**config.mk**
```make
export PLATFORM = sky130hd
export DESIGN_NAME = pipe_hazard_ctrl
export DESIGN_NICKNAME = d
export VERILOG_FILES = /design/src/rtl/pipe_ctrl_pkg.sv /design/src/rtl/pipe_fwd_unit.sv /design/src/rtl/pipe_hazard_ctrl.sv
export SDC_FILE = /design/constraint.sdc
export NUM_CORES = 1
export LEC_CHECK = 0
export CAP_MARGIN = 20
export CORE_MARGIN = 3
export CORE_UTILIZATION = 28
export DETAILED_ROUTE_END_ITERATION = 16
export GPL_ROUTABILITY_DRIVEN = 1
export PLACE_DENSITY_LB_ADDON = 0.08
export REMOVE_ABC_BUFFERS = 1
export SYNTH_ARGS = -nofsm -noshare
export SYNTH_HDL_FRONTEND = slang
export SYNTH_SLANG_ARGS = --single-unit
```
**constraint.sdc**
```tcl
create_clock -name clk -period 1.74 [get_ports clk]
set_input_delay 0.261 -clock clk [delete_from_list [all_inputs] [get_ports clk]]
set_output_delay 0.261 -clock clk [all_outputs]
set_load 0.02 [all_outputs]
```
**src/rtl/pipe_ctrl_pkg.sv**
```systemverilog
// Shared types and constants for the pipeline hazard controller.
package pipe_ctrl_pkg;

    typedef enum logic [1:0] {
        FWD_RF = 2'b00,
        FWD_W  = 2'b01,
        FWD_M  = 2'b10
    } fwd_sel_t;

    typedef enum logic [1:0] {
        RUN      = 2'd0,
        EX_WAIT  = 2'd1,
        REDIRECT = 2'd2
    } hz_state_t;

    localparam logic [4:0] REG_X0 = 5'd0;

endpackage

```
**src/rtl/pipe_fwd_unit.sv**
```systemverilog
// E-stage operand forwarding select for one source operand.
import pipe_ctrl_pkg::*;

module pipe_fwd_unit (
    input  logic [4:0] rs,
    input  logic [4:0] rd_M,
    input  logic [4:0] rd_W,
    input  logic       regwrite_M,
    input  logic       regwrite_W,
    output fwd_sel_t   sel
);

    // M holds the younger result, so it wins when both stages match.
    always_comb begin
        sel = FWD_RF;
        if (regwrite_M && rd_M != REG_X0 && rd_M == rs)
            sel = FWD_M;
        else if (regwrite_W && rd_W != REG_X0 && rd_W == rs)
            sel = FWD_W;
    end

endmodule

```
**src/rtl/pipe_hazard_ctrl.sv**
```systemverilog
// Stall/flush/forwarding controller for the 5-stage pipeline.
// Optional perf counters are built only when HAZARD_PERF_EN is defined.
//
// state    | meaning
// RUN      | normal issue, single-cycle hazards only
// EX_WAIT  | multi-cycle execute op in flight, front end held
// REDIRECT | holding flush_D while the redirected fetch arrives
import pipe_ctrl_pkg::*;

module pipe_hazard_ctrl #(
    parameter int FLUSH_DEPTH = 1,
    parameter int XLEN        = 32
) (
    input  logic            clk,
    input  logic            rst,
    input  logic [4:0]      rs1_D,
    input  logic [4:0]      rs2_D,
    input  logic [4:0]      rs1_E,
    input  logic [4:0]      rs2_E,
    input  logic [4:0]      rd_E,
    input  logic [4:0]      rd_M,
    input  logic [4:0]      rd_W,
    input  logic            regwrite_E,
    input  logic            regwrite_M,
    input  logic            regwrite_W,
    input  logic            memread_E,
    input  logic            redirect_E,
    input  logic            ex_start,
    input  logic            ex_done,
    input  logic            imem_ready,
    input  logic            dmem_ready,
    output logic            stall_F,
    output logic            stall_D,
    output logic            stall_E,
    output logic            stall_M,
    output logic            flush_D,
    output logic            flush_E,
    output logic            flush_M,
    output logic            flush_W,
    output logic [1:0]      fwd_a_E,
    output logic [1:0]      fwd_b_E,
    output logic [XLEN-1:0] perf_stall_cnt,
    output logic [XLEN-1:0] perf_flush_cnt
);

    localparam logic [2:0] RELOAD = 3'(FLUSH_DEPTH - 1);

    hz_state_t  state;
    logic [2:0] redir_cnt;
    logic       lu_bubble;
    logic       redir_act;
    logic       ex_wait;
    logic       load_use;
    logic       lu_take;
    fwd_sel_t   sel_a;
    fwd_sel_t   sel_b;

    pipe_fwd_unit u_fwd_a (
        .rs         (rs1_E),
        .rd_M       (rd_M),
        .rd_W       (rd_W),
        .regwrite_M (regwrite_M),
        .regwrite_W (regwrite_W),
        .sel        (sel_a)
    );

    pipe_fwd_unit u_fwd_b (
        .rs         (rs2_E),
        .rd_M       (rd_M),
        .rd_W       (rd_W),
        .regwrite_M (regwrite_M),
        .regwrite_W (regwrite_W),
        .sel        (sel_b)
    );

    assign fwd_a_E = rst ? sel_a : FWD_RF;
    assign fwd_b_E = rst ? sel_b : FWD_RF;

    assign redir_act = redirect_E || (state == REDIRECT);
    assign ex_wait   = (state == EX_WAIT) || (ex_start && !ex_done);
    // lu_bubble limits a load-use hazard to a single inserted bubble.
    assign load_use  = memread_E && (rd_E != REG_X0) &&
                       ((rd_E == rs1_D) || (rd_E == rs2_D)) && !lu_bubble;

    always_comb begin
        stall_F = 1'b0;
        stall_D = 1'b0;
        stall_E = 1'b0;
        stall_M = 1'b0;
        flush_D = 1'b0;
        flush_E = 1'b0;
        flush_M = 1'b0;
        flush_W = 1'b0;
        lu_take = 1'b0;
        if (!rst) begin
            flush_D = 1'b1;
            flush_E = 1'b1;
            flush_M = 1'b1;
            flush_W = 1'b1;
        end else if (!dmem_ready) begin
            stall_F = 1'b1;
            stall_D = 1'b1;
            stall_E = 1'b1;
            stall_M = 1'b1;
            flush_W = 1'b1;
        end else if (redir_act) begin
            flush_D = 1'b1;
            flush_E = redirect_E;
        end else if (ex_wait) begin
            stall_F = 1'b1;
            stall_D = 1'b1;
            stall_E = 1'b1;
            flush_M = 1'b1;
        end else if (load_use) begin
            stall_F = 1'b1;
            stall_D = 1'b1;
            flush_E = 1'b1;
            lu_take = 1'b1;
        end else if (!imem_ready) begin
            stall_F = 1'b1;
            flush_D = 1'b1;
        end
    end

    // A data-memory wait freezes everything so pending events replay afterwards.
    always_ff @(posedge clk or negedge rst) begin
        if (!rst) begin
            state     <= RUN;
            redir_cnt <= 3'd0;
            lu_bubble <= 1'b0;
        end else if (dmem_ready) begin
            lu_bubble <= lu_take;
            if (redirect_E) begin
                if (FLUSH_DEPTH > 1) begin
                    state     <= REDIRECT;
                    redir_cnt <= RELOAD;
                end else begin
                    state     <= RUN;
                    redir_cnt <= 3'd0;
                end
            end else begin
                case (state)
                    RUN: begin
                        if (ex_start && !ex_done)
                            state <= EX_WAIT;
                    end
                    EX_WAIT: begin
                        if (ex_done)
                            state <= RUN;
                    end
                    REDIRECT: begin
                        if (redir_cnt <= 3'd1) begin
                            state     <= RUN;
                            redir_cnt <= 3'd0;
                        end else begin
                            redir_cnt <= redir_cnt - 3'd1;
                        end
                    end
                    default: state <= RUN;
                endcase
            end
        end
    end

`ifdef HAZARD_PERF_EN
    always_ff @(posedge clk or negedge rst) begin
        if (!rst) begin
            perf_stall_cnt <= '0;
            perf_flush_cnt <= '0;
        end else begin
            if (stall_F)
                perf_stall_cnt <= perf_stall_cnt + XLEN'(1);
            if (redirect_E && dmem_ready)
                perf_flush_cnt <= perf_flush_cnt + XLEN'(1);
        end
    end
`else
    assign perf_stall_cnt = '0;
    assign perf_flush_cnt = '0;
`endif

endmodule

```
==> results.json <==
{
  "leakage_nw": 0.937,
  "fp.dieW_microns": 67.9,
  "via_per_inst": 3.70,
  "netlist_top_cells_area": "sky130_fd_sc_hd__buf_4 (45%), sky130_fd_sc_hd__xnor2_1 (13%), sky130_fd_sc_hd__xor2_1 (11%)",
  "dieArea_sq_um": 4610,
  "critical_path.max_fanout": 2,
  "crit_arrival_ps": 1600,
  "ys_async_sr_fraction": 1.00,
  "postSynthCellCount": 142,
  "hold_violations": 0,
  "vias": 1024,
  "maximum_number_of_pins_on_one_net_before_global_route_repair": 10,
  "initial_cell_density_of_the_core": 0.305,
  "fin_nets": 279,
  "final_worst_path_cycle_share": 1.07,
  "ctsLongestPathBuffers": 2,
  "grt_pass1_vias": 932,
  "instances_no_fill": 277,
  "post-place-cells": 271,
  "number_of_enable_type_register_cells_in_the_synthesized_netlist": 0,
  "yosys.area.top_type": "sky130_fd_sc_hd__buf_4",
  "ant_nets": 0,
  "tritoncts": "done",
  "vdd_drop_max_mv": 0.533,
  "final_setup_viols": 5,
  "synth_cell_types": 25,
  "slowest_stage": "sky130_fd_sc_hd__or4_4",
  "post_route_cells_drive_above_1_share": 0.368,
  "ys_warn_count": 0,
  "pwr_density_cell_nw_per_um2": 387,
  "path_clk_slew_ps": 30,
  "core_area_sq_um": 3520,
  "synth_top_cells_by_count": "sky130_fd_sc_hd__buf_4 (64), sky130_fd_sc_hd__xnor2_1 (16), sky130_fd_sc_hd__xor2_1 (14), sky130_fd_sc_hd__nand2_1 (5), sky130_fd_sc_hd__nand3_1 (5)",
  "min_setup_slack_post_route_ps": -124,
  "grt_pass1_wl_microns": 4250,
  "cp.required_ps": 1480,
  "antenna_found_initial": 0,
  "clock_tree.root_cell": "sky130_fd_sc_hd__clkbuf_8",
  "critPathMaxStageDelay_ps": 530,
  "crit_type": "in -> out",
  "outcome": "finished with violations",
  "power.total_w": 0.000721,
  "yosysTopAreaCellShare": 0.448,
  "flow.area_growth_from_synthesis_pct": 73.5,
  "route.detailed.drc": 0,
  "boundaryPins": 122,
  "yosys_most_used_dff": "sky130_fd_sc_hd__dfrtp_1",
  "ys_seq_area_frac": 0.0467,
  "place.gp.congestion": 0.828,
  "route.final.wire_length_microns": 2960,
  "worstRegToRegCells": 7,
  "cp_cell_sequence": "buf_8 > buf_6 > xor2_1 > or4_4 > nor4_4 > buf_4",
  "slew_violations": 0,
  "period_needed_ps": 1860,
  "clk_latency_ps": 210,
  "floorplan.rows": 21,
  "setup.worst_path.start_class": "input pin",
  "drt-wirelength-per-cell_microns": 10.7,
  "clock_sink_count": 2,
  "drt_first_iter_violations": 8,
  "synth_area_sq_um": 1070,
  "grt_usage": 0.119,
  "post_dp_hpwl_microns": 2600,
  "failed_checks": "negative setup slack",
  "ys_seq_elements": 2,
  "cts_htree_levels": 1,
  "yosys.cell_count.top_type": "sky130_fd_sc_hd__buf_4",
  "globalRoute.totalOverflow": 0,
  "ctsHoldBuffers": 0,
  "total_clock_buffers_created_by_cts": 3,
  "min_path_type": "in -> async",
  "max_freq_mhz": 537,
  "die_outline_height_microns": 67.9,
  "pre_cts_ws_ps": -908,
  "max_cap_violations": 0,
  "syn_area_per_cell_sq_um": 7.55,
  "first_pass_iters": 4,
  "port-buffer-count": 56,
  "antennaDiodeCount": 0,
  "worst_setup_path_end_kind": "output port",
  "clock_skew_ps": 4.32,
  "setup_repair_after_global_routing_missed_its_margin": "yes"
}
state kept, by name, summed over array words and instances (netlist names):
| register | cells |
|---|---|
| state | 1 |
| lu_bubble | 1 |
placed cells by master (no fill, tap or decap), types with 5 or more instances in the layout:
| cell | n |
|---|---|
| sky130_fd_sc_hd__conb_1 | 64 |
| sky130_fd_sc_hd__dlygate4sd2_1 | 13 |
| sky130_fd_sc_hd__buf_2 | 8 |
| sky130_fd_sc_hd__buf_6 | 13 |
| sky130_fd_sc_hd__xnor2_1 | 15 |
| sky130_fd_sc_hd__clkdlybuf4s15_1 | 6 |
| sky130_fd_sc_hd__xor2_1 | 12 |
| sky130_fd_sc_hd__dlymetal6s2s_1 | 5 |
| sky130_fd_sc_hd__buf_4 | 31 |
| sky130_fd_sc_hd__clkdlybuf4s50_1 | 5 |
stage by stage:
stage | instance area [sq um] | TNS (ps) | utilization | hold slack, ps
finish | 1860 | -363 | 0.528 | 112
global route | 1860 | -592 | 0.528 | 124
CTS | 1760 | -412 | 0.499 | 114
detailed placement | 1660 | -8090 | 0.471 | 489
global placement | 1660 | -8030 | 0.471 | 484
floorplan | 828 | -78.1 | - | -34.6
layout make-up:
cell class	instances	area (sq um)
repair buffers	87	758
multi-input cells	137	946
fillers	364	1660
inverters	2	7.51
well taps	46	57.6
flip-flops and latches	2	50.0
clock buffers	3	41.3
cell families after synthesis:
logic type / count (synthesis) / share of synthesized area
AO/OA/AOI/OAI: 15 / 0.0922
other: 1 / 0.00350
XOR/XNOR: 30 / 0.245
buffers and inverters: 66 / 0.455
flip-flops: 2 / 0.0467
AND/OR/NAND/NOR: 28 / 0.158
worst paths after layout:
check | from | to | slack [ps]
worst max-delay path | rd_W[2] | fwd_b_E[0] | -120
worst max register to register | lu_bubble | lu_bubble | 460
min in group clk | ex_done | state[0] | 370
worst min-delay path | rst | lu_bubble | 110
max in group asynchronous | rst | state[0] | 1500
worst min register to register | state[0] | state[0] | 550
critical path, delay by kind of cell:
kind                   cells  cell delay, ps
AND/OR/NAND/NOR            2             810
buffers and inverters      3             390
XOR/XNOR                   1             150
layer usage:
metal / track usage / wire length [microns] / vias to the layer above
li1: - / - / 517
met1: 0.152 / 1180 / 438
met2: 0.213 / 1460 / 69
met3: 0.0246 / 319 / 0
met5: 0 / 0 / -
met4: 0.00744 / 0 / 0
report_power, final:
group | internal [W] | leakage (nW) | total [W] | switching (W)
Clock | 0.000146 | 0.0216 | 0.000178 | 0.0000321
Combinational | 0.000204 | 0.889 | 0.000491 | 0.000287
Sequential | 0.0000494 | 0.0267 | 0.0000517 | 0.00000236
Total | 0.000399 | 0.937 | 0.000721 | 0.000322
what timing repair did:
action / 4_1_cts / 5_1_grt
gates resized for setup: 157 / 35
buffers inserted: 1 / 2
endpoints found under the setup margin: 12 / 9
pin swaps: 33 / 24
Power figures use the tool's default switching activity.
